<file path="config.mk">
export PLATFORM = sky130hd
export DESIGN_NAME = imem_loader_flat
export DESIGN_NICKNAME = d
export VERILOG_FILES = /design/src/rtl/imem_loader_pkg.sv /design/src/rtl/imem_loader_if.sv /design/src/rtl/imem_loader.sv /design/src/flat_wrapper.sv
export SDC_FILE = /design/constraint.sdc
export NUM_CORES = 1
export LEC_CHECK = 0
export CORE_MARGIN = 2
export CORE_UTILIZATION = 61
export CTS_BUF_LIST = sky130_fd_sc_hd__clkbuf_16
export DETAILED_ROUTE_END_ITERATION = 10
export PLACE_DENSITY = 0.86
export SLEW_MARGIN = 0
export SYNTH_ARGS = -nofsm -noshare
export SYNTH_HDL_FRONTEND = slang
export SYNTH_SLANG_ARGS = --single-unit
export TNS_END_PERCENT = 10
</file>
<file path="constraint.sdc">
create_clock -name clock -period 4.7 [get_ports clock]
set_input_delay 0.705 -clock clock [delete_from_list [all_inputs] [get_ports clock]]
set_output_delay 0.705 -clock clock [all_outputs]
set_load 0.01 [all_outputs]
</file>
<file path="src/rtl/imem_loader_pkg.sv">
// Shared CPU loader definitions: FSM state encodings, frame marker and IMEM geometry.
// fetch_module indexes instruction memory with pc[12:1], so it uses IMEM_ADDR_W as well.
package imem_loader_pkg;

  localparam int unsigned IMEM_ADDR_W   = 12;
  localparam int unsigned INSTR_W       = 16;
  localparam logic [7:0]  SYNC_BYTE_DEF = 8'hA5;

  typedef logic [2:0] state_t;

  localparam state_t S_IDLE    = 3'd0;
  localparam state_t S_LEN_HI  = 3'd1;
  localparam state_t S_LEN_LO  = 3'd2;
  localparam state_t S_DATA_HI = 3'd3;
  localparam state_t S_DATA_LO = 3'd4;
  localparam state_t S_CHECK   = 3'd5;
  localparam state_t S_RUN     = 3'd6;
  localparam state_t S_ERR     = 3'd7;

  // True from the length field through the checksum byte.
  function automatic logic in_frame(input state_t s);
    return (s == S_LEN_HI) || (s == S_LEN_LO) || (s == S_DATA_HI) ||
           (s == S_DATA_LO) || (s == S_CHECK);
  endfunction

endpackage

</file>
<file path="src/rtl/imem_loader_if.sv">
// Byte link from the host plus the instruction-memory write port.
// master = host/memory side, slave = imem_loader.
interface imem_loader_if #(
  parameter int unsigned ADDR_W = 12,
  parameter int unsigned DATA_W = 16
);
  logic              rx_valid;
  logic [7:0]        rx_data;
  logic              rx_ready;
  logic              imem_wen;
  logic [ADDR_W-1:0] imem_waddr;
  logic [DATA_W-1:0] imem_wdata;

  modport master (
    output rx_valid, rx_data,
    input  rx_ready, imem_wen, imem_waddr, imem_wdata
  );

  modport slave (
    input  rx_valid, rx_data,
    output rx_ready, imem_wen, imem_waddr, imem_wdata
  );
endinterface

</file>
<file path="src/rtl/imem_loader.sv">
// Instruction-memory loader: parses SYNC/LEN/DATA/CSUM frames from a byte stream,
// writes 16-bit words sequentially and holds the CPU in reset until an image verifies.
module imem_loader
  import imem_loader_pkg::*;
#(
  parameter int unsigned ADDR_W    = IMEM_ADDR_W,
  parameter int unsigned DATA_W    = INSTR_W,
  parameter logic [7:0]  SYNC_BYTE = SYNC_BYTE_DEF,
  parameter int unsigned MAX_WORDS = 1 << ADDR_W
) (
  input  logic              clock,
  input  logic              reset_n,
  imem_loader_if.slave      bus,
  output logic              cpu_reset,
  output logic              busy,
  output logic              load_err
);

  localparam logic [15:0] MAX_N = 16'(MAX_WORDS);

  state_t            r_state;
  logic              r_rx_ready;
  logic              r_wen;
  logic [ADDR_W-1:0] r_waddr;
  logic [DATA_W-1:0] r_wdata;
  logic              r_cpu_reset;
  logic              r_load_err;
  logic [7:0]        r_len_hi;
  logic [7:0]        r_hi;
  logic [7:0]        r_sum;
  logic [ADDR_W-1:0] r_idx;
  logic [15:0]       r_left;

  logic              w_acc;
  logic [15:0]       w_len;

  assign w_acc = bus.rx_valid & r_rx_ready;
  assign w_len = {r_len_hi, bus.rx_data};

  always_ff @(posedge clock or negedge reset_n) begin
    if (!reset_n) begin
      r_state     <= S_IDLE;
      r_rx_ready  <= 1'b0;
      r_wen       <= 1'b0;
      r_waddr     <= '0;
      r_wdata     <= '0;
      r_cpu_reset <= 1'b1;
      r_load_err  <= 1'b0;
      r_len_hi    <= '0;
      r_hi        <= '0;
      r_sum       <= '0;
      r_idx       <= '0;
      r_left      <= '0;
    end else begin
      r_rx_ready <= 1'b1;
      r_wen      <= 1'b0;
      if (w_acc) begin
        case (r_state)
          S_IDLE, S_RUN, S_ERR: begin
            // Only the marker starts a frame; anything else between frames is dropped.
            if (bus.rx_data == SYNC_BYTE) begin
              r_state     <= S_LEN_HI;
              r_load_err  <= 1'b0;
              r_cpu_reset <= 1'b1;
              r_sum       <= '0;
            end
          end
          S_LEN_HI: begin
            r_len_hi <= bus.rx_data;
            r_state  <= S_LEN_LO;
          end
          S_LEN_LO: begin
            if (w_len > MAX_N) begin
              r_state    <= S_ERR;
              r_load_err <= 1'b1;
            end else if (w_len == 16'd0) begin
              r_state <= S_CHECK;
            end else begin
              r_state <= S_DATA_HI;
              r_left  <= w_len;
              r_idx   <= '0;
            end
          end
          S_DATA_HI: begin
            r_hi    <= bus.rx_data;
            r_sum   <= r_sum + bus.rx_data;
            r_state <= S_DATA_LO;
          end
          S_DATA_LO: begin
            r_wen   <= 1'b1;
            r_wdata <= DATA_W'({r_hi, bus.rx_data});
            r_waddr <= r_idx;
            r_idx   <= r_idx + ADDR_W'(1);
            r_left  <= r_left - 16'd1;
            r_sum   <= r_sum + bus.rx_data;
            r_state <= (r_left == 16'd1) ? S_CHECK : S_DATA_HI;
          end
          S_CHECK: begin
            if (bus.rx_data == r_sum) begin
              r_state     <= S_RUN;
              r_cpu_reset <= 1'b0;
            end else begin
              r_state    <= S_ERR;
              r_load_err <= 1'b1;
            end
          end
          default: r_state <= S_IDLE;
        endcase
      end
    end
  end

  assign bus.rx_ready   = r_rx_ready;
  assign bus.imem_wen   = r_wen;
  assign bus.imem_waddr = r_waddr;
  assign bus.imem_wdata = r_wdata;
  assign cpu_reset      = r_cpu_reset;
  assign load_err       = r_load_err;
  assign busy           = in_frame(r_state);

endmodule

</file>
<file path="src/flat_wrapper.sv">
// flat-port wrapper written by rule: the top's interface ports become plain ports
module imem_loader_flat import imem_loader_pkg::*;
#(
  parameter int unsigned ADDR_W    = IMEM_ADDR_W,
  parameter int unsigned DATA_W    = INSTR_W,
  parameter logic [7:0]  SYNC_BYTE = SYNC_BYTE_DEF,
  parameter int unsigned MAX_WORDS = 1 << ADDR_W
)
  (clock, reset_n, cpu_reset, busy, load_err, bus_rx_valid, bus_rx_data, bus_rx_ready, bus_imem_wen, bus_imem_waddr, bus_imem_wdata);
  imem_loader_if #(.ADDR_W(ADDR_W), .DATA_W(DATA_W)) bus_i ();
  input  logic clock;
  input  logic reset_n;
  output logic cpu_reset;
  output logic busy;
  output logic load_err;
  input wire logic [$bits(bus_i.rx_valid)-1:0] bus_rx_valid;
  input wire logic [$bits(bus_i.rx_data)-1:0] bus_rx_data;
  output wire logic [$bits(bus_i.rx_ready)-1:0] bus_rx_ready;
  output wire logic [$bits(bus_i.imem_wen)-1:0] bus_imem_wen;
  output wire logic [$bits(bus_i.imem_waddr)-1:0] bus_imem_waddr;
  output wire logic [$bits(bus_i.imem_wdata)-1:0] bus_imem_wdata;
  assign bus_i.rx_valid = bus_rx_valid;
  assign bus_i.rx_data = bus_rx_data;
  assign bus_rx_ready = bus_i.rx_ready;
  assign bus_imem_wen = bus_i.imem_wen;
  assign bus_imem_waddr = bus_i.imem_waddr;
  assign bus_imem_wdata = bus_i.imem_wdata;
  imem_loader #(.ADDR_W(ADDR_W), .DATA_W(DATA_W), .SYNC_BYTE(SYNC_BYTE), .MAX_WORDS(MAX_WORDS)) u_core (.clock(clock), .reset_n(reset_n), .bus(bus_i), .cpu_reset(cpu_reset), .busy(busy), .load_err(load_err));
endmodule
</file>
-- Word level (Yosys, flattened, before mapping)
Index checks and enable logic that the tools add are counted.
- order comparisons: 1
- bitwise logic cells: 1
- muxes and demuxes: 23
- reductions and logical operators: 20
- add/sub/neg operators: 3
- equal/unequal tests: 16
- operators with widths (cell ; count):
    $mux 16 ; 2
    $pmux 16 s2 ; 1
    $mux 12 ; 2
    $pmux 12 s2 ; 1
    $pmux 3 s6 ; 1
    $eq 16x1->1 const B ; 1
    $gt 16x13->1 const B ; 1
    $logic_not 16->1 ; 1
    $pmux 8 s2 ; 1
    $sub 16x1->16 const B ; 1
    $add 12x1->12 const B ; 1
    $eq 3x3->1 const B ; 4
    $mux 3 ; 4
    $add 8x8->8 ; 1
    $eq 8x8->1 ; 1
    $eq 8x8->1 const B ; 1
    $mux 1 ; 8
    $mux 8 ; 1
    $reduce_and 2->1 ; 4
    $reduce_and 4->1 ; 2
    $eq 3x2->1 const B ; 2
    $ne 2x1->1 const B ; 3
    $ne 2x2->1 const B ; 3
    $reduce_bool 2->1 ; 3
    11 further kinds ; 14
- word-level logic and storage cells: 76
- input bits: 11
- register bits after elaboration: 87

-- Depth between registers and ports, before layout
Gate-level depths: netlist of run 1.
- depth after elaboration: 5
- gate-level depth with buffers: 8

-- Worst setup path after synthesis of run 1
No wires, ideal clock.
- path kind: input-to-reg
- from: input port bus_rx_data[7]
- to: register u_core.r_idx[4]
- setup slack: 2.414 ns
- cell stages on the path: 8
- arrival: 2.165 ns
- buffers on the path: 3
- path through: buf_2 > nor4_1 > a31o_2 > and4_1 > buf_2 > buf_4 > o22ai_1 > a22o_1
- longest elaborated chain between the ends: 3
- elaborated cells on any way between the ends: 5
- those cells by class: 1 x order compare; 2 x eq/ne; 2 x reduce/logical
- ends and longest elaborated chain (element ; line ; text):
    from (decl) ; flat_wrapper.sv:17 ; input wire logic [$bits(bus_i.rx_data)-1:0] bus_rx_data;
    $gt 16x13->1 or $logic_not 16->1 (tied branches) ; imem_loader.sv:73, imem_loader.sv:76 ;
    $ne 2x2->1 (no line) ; - ;
    $reduce_and 4->1 (no line) (*) ; - ;
    to (signal assigned) ; imem_loader.sv:93 ; r_idx <= r_idx + ADDR_W'(1);
    to (decl) ; imem_loader.sv:31 ; logic [ADDR_W-1:0] r_idx;
Every way passes the cells marked *; elsewhere a longest branch is shown, timed or not.
A chain may end at the register's enable or synchronous reset.

-- Worst setup path after layout of run 1
- from: input port bus_rx_data[1]
- to: register u_core.r_idx[9]
Same word-level chain as after synthesis.

==> results.tsv, run 1 <==
metric	value	unit
count of max-cap constraint violations	0	
startpoint of the worst hold path	u_core.bus.imem_waddr[3]	
endpoint arrival time on the critical path	3.48	ns
effective utilization at floorplan	63.9	%
die footprint	7890	um2
critical path startpoint category	input pin	
measured slew at the worst slew-check pin	1.08	ns
number of hold violations in the final report	0	
vias per cell	6.28	
most common flop cell mapped by yosys	sky130_fd_sc_hd__dfrtp_1	
cells along the critical path	clkdlybuf4s50_1, nor4_1, a31o_2, and4_1, buf_4, o22ai_1, a32o_1	
deepest clock path buffer count	2	
number of resized instances in the post-cts repair step	0	
wire length of the first global-routing pass	17.6	mm
Antenna Cells	0	
cell type of the slowest stage on the worst timing path	sky130_fd_sc_hd__nor4_1	
Final ANT Viol Nets	0	
syn avg cell area	9.66	um2
Hold EP	u_core.bus.imem_waddr[3]	
first-pass detailed-route iteration total	4	
total power per unit cell area	555	nW/um2
DRT iter0 DRCs	396	
leakage power summed over all cells	0.00235	uW
total wire length after detailed routing	10.7	mm
number of pins exceeding their max-slew limit in the final report	0	
number of warnings reported in the yosys synthesis log	0	
Die Width	88.8	um
outcome	finished clean	
r2r startpoint	u_core.r_state[2]	
synth unique cells	63	
FFs w/ async S/R, synth	100	%
max_slew headroom	28.2	%
synthesized instance count	454	
detail-routed net length per standard cell	18.2	um
depth of the critical timing path with buffers and inverters included	7	
fraction of final layout cells with drive strength greater than 1	10.3	%
sequential cell area fraction in the yosys report	49.7	%
clock root cell	sky130_fd_sc_hd__clkbuf_16	
type of the setup path with the least slack	in2reg	
pin count of the biggest net entering global routing	88	
critical path's top delay family	simple AND/OR/NAND/NOR gates	
Clock Latency Late Sink	0.34	ns
number of flops mapped to enable cells by yosys	0	
achievable clock frequency	307	MHz
Chip Height	88.8	um
critical path's largest stage delay	0.65	ns
number of antenna violations at the first check in global routing	0	
top-count cell post-synth	sky130_fd_sc_hd__nand2_1	
terminus of the critical flop-to-flop path	u_core.r_idx[9]	
Switching Fraction	35.1	%
DRC violation count after routing	0	
CP bufs+invs	2	
placeable core region	6870	um2
number of levels in the clock H-tree	3	
hold-fix buffers at CTS	0	
TritonCTS clock tree	done	
sum of negative setup slack	0	ns
maximum resistive drop on vdd	0.310	mV
critical path fanouts, max	17	
post-CTS setup buffers	0	
number of sinks on the clock net	87	
top post-synthesis cells by area	sky130_fd_sc_hd__dfrtp_1 49%, sky130_fd_sc_hd__nand2_1 8.5%, sky130_fd_sc_hd__mux2_2 3.9%	
FILL cells	448	
portion of synthesized cell area occupied by the leading cell type	49.1	%
endpoint class of the critical path	register	
RSZ-0062 raised after global routing	false	
vias in the first global route	3588	
total global-route track usage	28.9	%
number of top-level pins	44	
final critical-path share of the clock period	69.3	%
finished layout cell area	5170	um2
Syn Std Cell Area	4390	um2
clock-pin slew of the registers on the worst-case setup and hold paths	0.07	ns
final count of negative-setup-slack endpoints	0	
worst min-delay path category	reg2reg	
Placer Congestion	0.899	
count of input and output buffers	43	
GR Overflow Total	0	
timing startpoint of the critical path	bus_rx_data[1]	
number of storage elements in the synthesis netlist	87	
top cell types by occurrence after synthesis	99 x sky130_fd_sc_hd__nand2_1, 86 x sky130_fd_sc_hd__dfrtp_1, 21 x sky130_fd_sc_hd__o21ai_0, 20 x sky130_fd_sc_hd__nor2_1, 19 x sky130_fd_sc_hd__a21oi_1	
vias after detailed routing	3706	
Area growth syn-to-layout	17.8	%
worst clock skew	0.00882	ns
total clock buffers created by CTS	9	
clock period minus final worst setup slack	3.26	ns
clock share of power	26.4	%
dominant cell type by area after synthesis	sky130_fd_sc_hd__dfrtp_1	
post-synth net total	476	
power share of the combinational group	31.8	%
Setup WS pre-CTS	1.22	ns
slack of the worst reg-to-reg path	1.87	ns
HPWL after detailed placement	6.64	mm
worst setup margin	1.44	ns
required time of the critical path	4.92	ns
switching power of the nets	1010	uW
cell depth of the worst min-delay path	2	
standard cell area after detailed placement	4850	um2
worst-case reg-to-reg path depth	8	
number of cell rows	30	
number of nets in the layout	511	
cell-internal power	1860	uW
sequential share of power	41.8	%
==> worst register-to-register path, cell delays in order (launching register included) <==
cell	delay [ns]
sky130_fd_sc_hd__dfrtp_1	0.57
sky130_fd_sc_hd__nor3b_2	0.23
sky130_fd_sc_hd__buf_4	0.24
sky130_fd_sc_hd__nand2_1	0.08
sky130_fd_sc_hd__buf_4	0.26
sky130_fd_sc_hd__inv_2	0.52
sky130_fd_sc_hd__buf_4	0.40
sky130_fd_sc_hd__o22ai_1	0.17
sky130_fd_sc_hd__a32o_1	0.26
==> how the worst max path moves through the flow <==
| stage | endpoint | slack (ns) |
|---|---|---|
| finish | u_core.r_idx[9] | 1.44 |
| global route | u_core.r_idx[3] | 1.33 |
| CTS | u_core.r_idx[9] | 1.48 |
| detailed placement | u_core.r_idx[3] | 1.22 |
| global placement | u_core.r_idx[3] | 1.40 |
| floorplan | u_core.r_idx[4] | 2.41 |
==> final cells by class <==
type,instances,area [um2],share of cell area (%)
tap,96,120,2.33
sequential,87,2180,42.2
clock inverter,7,87.6,1.70
timing repair buffer,47,458,8.86
clock buffer,9,225,4.36
inverter,13,48.8,0.945
multi-input combinational,331,2050,39.6
==> power groups by stage <==
stage / clock network (uW) / logic, uW / registers, uW
final: 757 / 912 / 1200
after global placement: 0 / 859 / 1180
after floorplan: 0 / 597 / 1150
after CTS: 757 / 910 / 1190
after detailed placement: 0 / 891 / 1200
after global routing: 797 / 997 / 1220
==> cell usage in the layout (no fill, tap or decap), types with 12 or more instances in the layout <==
cell type                         instances
sky130_fd_sc_hd__inv_1                   12
sky130_fd_sc_hd__clkdlybuf4s50_1         42
sky130_fd_sc_hd__mux2_2                  15
sky130_fd_sc_hd__o21ai_0                 21
sky130_fd_sc_hd__nor2_1                  20
sky130_fd_sc_hd__nand2_1                 99
sky130_fd_sc_hd__a22o_1                  12
sky130_fd_sc_hd__dfrtp_1                 86
sky130_fd_sc_hd__nor3_1                  16
sky130_fd_sc_hd__a21oi_1                 19
==> routing by layer <==
layer  vias up  GRT usage [%]  part of all wire (%)
met3        21           4.29                   6.1
met2       183           46.5                    49
met1      1797           39.8                    43
li1       1705              -                     -
met5         -              0                     0
met4         0           11.0                   1.6
==> state kept, by name (all words and copies together), names as in the netlist <==
signal / count
u_core.r_idx: 12
u_core.r_left: 16
u_core.cpu_reset: 1
u_core.bus.imem_waddr: 12
u_core.bus.rx_ready: 1
u_core.bus.imem_wen: 1
u_core.load_err: 1
u_core.r_state: 3
u_core.r_hi: 8
u_core.bus.imem_wdata: 16
u_core.r_len_hi: 8
u_core.r_sum: 8
==> through the flow <==
step                      util, %  cells  hold WS, ns  power [uW]
final                        75.2    590        0.473        2870
after global routing         75.2    590        0.507        3020
after CTS                    75.2    590        0.480        2860
after detailed placement     70.7    574        0.452        2090
after global placement       70.7    574        0.452        2040
after floorplan                 -    454        0.409        1750
==> kinds of logic (layout without fill, tap and decap cells) <==
kind of cell    count (synthesis)  in the layout  synth area share, %
compound gates                108            108                 17.0
xor+xnor                        6              6                 1.20
fa+ha+maj                      12             12                 3.54
buf+inv                        36             76                 3.65
flops                          87             87                 49.7
mux                            17             17                 4.31
other cells                     1              1               0.0855
simple gates                  187            187                 20.6
Note: power is estimated with default switching activity, not from simulation.
==> run 2: changes to the inputs <==
CORE_UTILIZATION = 51   (was 61)
PLACE_DENSITY = 0.76   (was 0.86)
clock period = 2.6 ns   (was 4.7 ns; I/O delays follow)
==> run 2 against run 1 <==
  * Final cell count is 5.8% higher
  * Clock power grew 70%
  * Utilization decreased by 10 points
  * Critical path depth shrank 4
  * Final area increased by 3.8%
  * Hold slack got worse by 0.43 ns
  * Register-to-register slack worse by 1.5 ns
  * Sequential power increased by 79%
  * Power is 79% higher
  * Sequential share of layout area is 1.5 points lower
  * Critical endpoint is now busy
  * Largest cell class unchanged
==> results.tsv, run 2 (synthesized netlist as in run 1, its figures left out) <==
metric	value	unit	change
wire length of the first global-routing pass	17.2	mm	-2.6%
number of pins exceeding their max-slew limit in the final report	0		unchanged
FILL cells	680		+52%
Setup WS pre-CTS	0.0125	ns	-1.21 ns
die footprint	9360	um2	+19%
achievable clock frequency	426	MHz	
leakage power summed over all cells	0.00247	uW	+5.4%
worst-case reg-to-reg path depth	7		-1
number of levels in the clock H-tree	3		unchanged
number of sinks on the clock net	87		unchanged
count of max-cap constraint violations	0		unchanged
number of cell rows	33		+10%
endpoint class of the critical path	output port		
Chip Height	96.7	um	+8.9%
required time of the critical path	2.21	ns	-2.71 ns
vias per cell	5.92		-5.8%
top library cells by usage in the layout, fill and taps aside	99 x sky130_fd_sc_hd__nand2_1, 86 x sky130_fd_sc_hd__dfrtp_1, 42 x sky130_fd_sc_hd__clkdlybuf4s50_1		
endpoint arrival time on the critical path	1.96	ns	-1.52 ns
measured slew at the worst slew-check pin	0.593	ns	-0.484 ns
power consumption	5130	uW	+79%
final count of negative-setup-slack endpoints	0		unchanged
multi-input combinational cell area	2050	um2	unchanged
effective utilization at floorplan	53.1	%	-11 points
Placer Congestion	0.832		-7.5%
RSZ-0062 raised after global routing	false		
outcome	finished clean		
sum of negative setup slack	0	ns	unchanged
Die Width	96.7	um	+8.9%
pin count of the biggest net entering global routing	49		-44%
number of nets in the layout	536		+4.9%
TritonCTS clock tree	done		
detail-routed net length per standard cell	16.3	um	-10%
deepest clock path buffer count	2		unchanged
max_slew headroom	60.2	%	+32 points
number of antenna violations at the first check in global routing	0		unchanged
worst setup margin	0.255	ns	-1.19 ns
vias in the first global route	3531		-1.6%
DRT iter0 DRCs	233		-41%
clock period minus final worst setup slack	2.35	ns	
total power per unit cell area	957	nW/um2	+72%
area occupied by registers	2180	um2	unchanged
total global-route track usage	22.1	%	-6.8 points
fraction of final layout cells with drive strength greater than 1	14.5	%	+4.1 points
Clock Latency Late Sink	0.34	ns	about the same
worst clock skew	0.00995	ns	+0.00112 ns
placeable core region	8260	um2	+20%
type of the setup path with the least slack	reg2out		
final critical-path share of the clock period	90.2	%	
critical path fanouts, max	12		-5
clock-pin slew of the registers on the worst-case setup and hold paths	0.06	ns	about the same
most frequent standard cell in the layout excluding fill and tap cells	sky130_fd_sc_hd__nand2_1		
hold-fix buffers at CTS	0		unchanged
GR Overflow Total	0		unchanged
Area growth syn-to-layout	22.2	%	
total clock buffers created by CTS	9		unchanged
Final ANT Viol Nets	0		unchanged
maximum resistive drop on vdd	0.467	mV	+51%
utilization after layout	64.9	%	-10 points
vias after detailed routing	3693		-0.35%
number of hold violations in the final report	0		unchanged
count of input and output buffers	43		unchanged
Antenna Cells	0		unchanged
critical path startpoint category	register		
clock root cell	sky130_fd_sc_hd__clkbuf_16		
DRC violation count after routing	0		unchanged
HPWL after detailed placement	6.95	mm	+4.5%
worst min-delay path category	in2async		
number of top-level pins	44		unchanged
total wire length after detailed routing	10.2	mm	-5.0%
first-pass detailed-route iteration total	5		+1
==> run 2: power by group <==
part | total [uW] | leakage, uW | internal [uW] | switching (uW)
combinational | 1690 | 0.00120 | 879 | 813
sequential | 2150 | 0.00112 | 1770 | 379
clock | 1290 | 0.000147 | 746 | 544
total | 5130 | 0.00247 | 3400 | 1740
==> run 2: final timing paths <==
kind / slack [ns] / end / start
max in group asynchronous: 1.92 / u_core.r_idx[11] / reset_n
min in group clock: 0.47 / u_core.bus.imem_wdata[11] / u_core.r_hi[3]
hold / removal: 0.04 / u_core.r_sum[2] / reset_n
setup reg to reg: 0.34 / u_core.r_left[12] / u_core.r_left[0]
setup / recovery: 0.25 / busy / u_core.r_state[1]
hold reg to reg: 0.47 / u_core.bus.imem_wdata[11] / u_core.r_hi[3]
==> run 2: repair_timing <==
| action | 4_1_cts | 5_1_grt |
|---|---|---|
| buffers inserted | 0 | 0 |
| endpoints found under the setup margin | 0 | 1 |
| resized for setup | 0 | 1 |
==> run 2: through the flow <==
| stage | cell area (um2) | hold slack [ns] | cells |
|---|---|---|---|
| 2_1_floorplan | 4390 | 0.0944 | 454 |
| 3_3_place_gp | 5060 | 0.412 | 608 |
| 3_5_place_dp | 5060 | 0.417 | 608 |
| 4_1_cts | 5360 | 0.0580 | 624 |
| 5_1_grt | 5360 | 0.0892 | 624 |
| 6_report | 5360 | 0.0406 | 624 |
==> run 2: layer usage <==
| metal | global-route usage [%] | wire, um | vias to the layer above |
|---|---|---|---|
| met4 | 5.96 | 104 | 0 |
| met2 | 35.4 | 4820 | 128 |
| met1 | 31.4 | 4780 | 1800 |
| li1 | - | - | 1757 |
| met3 | 3.83 | 482 | 8 |
| met5 | 0 | 0 | - |
==> run 2: layout make-up <==
| class | instances | area share (%) |
|---|---|---|
| flip-flops and latches | 87 | 40.6 |
| multi-input cells | 331 | 38.2 |
| repair buffers | 72 | 12.3 |
| clock buffers | 9 | 4.20 |
| well taps | 105 | 2.45 |
| clock inverters | 7 | 1.35 |
| inverters | 13 | 0.910 |
==> run 2: worst max-delay path, stage by stage (launching register included) <==
cell                              delay, ns
sky130_fd_sc_hd__dfrtp_1               0.55
sky130_fd_sc_hd__inv_1                 0.18
sky130_fd_sc_hd__a21boi_1              0.29
sky130_fd_sc_hd__clkdlybuf4s50_1       0.61
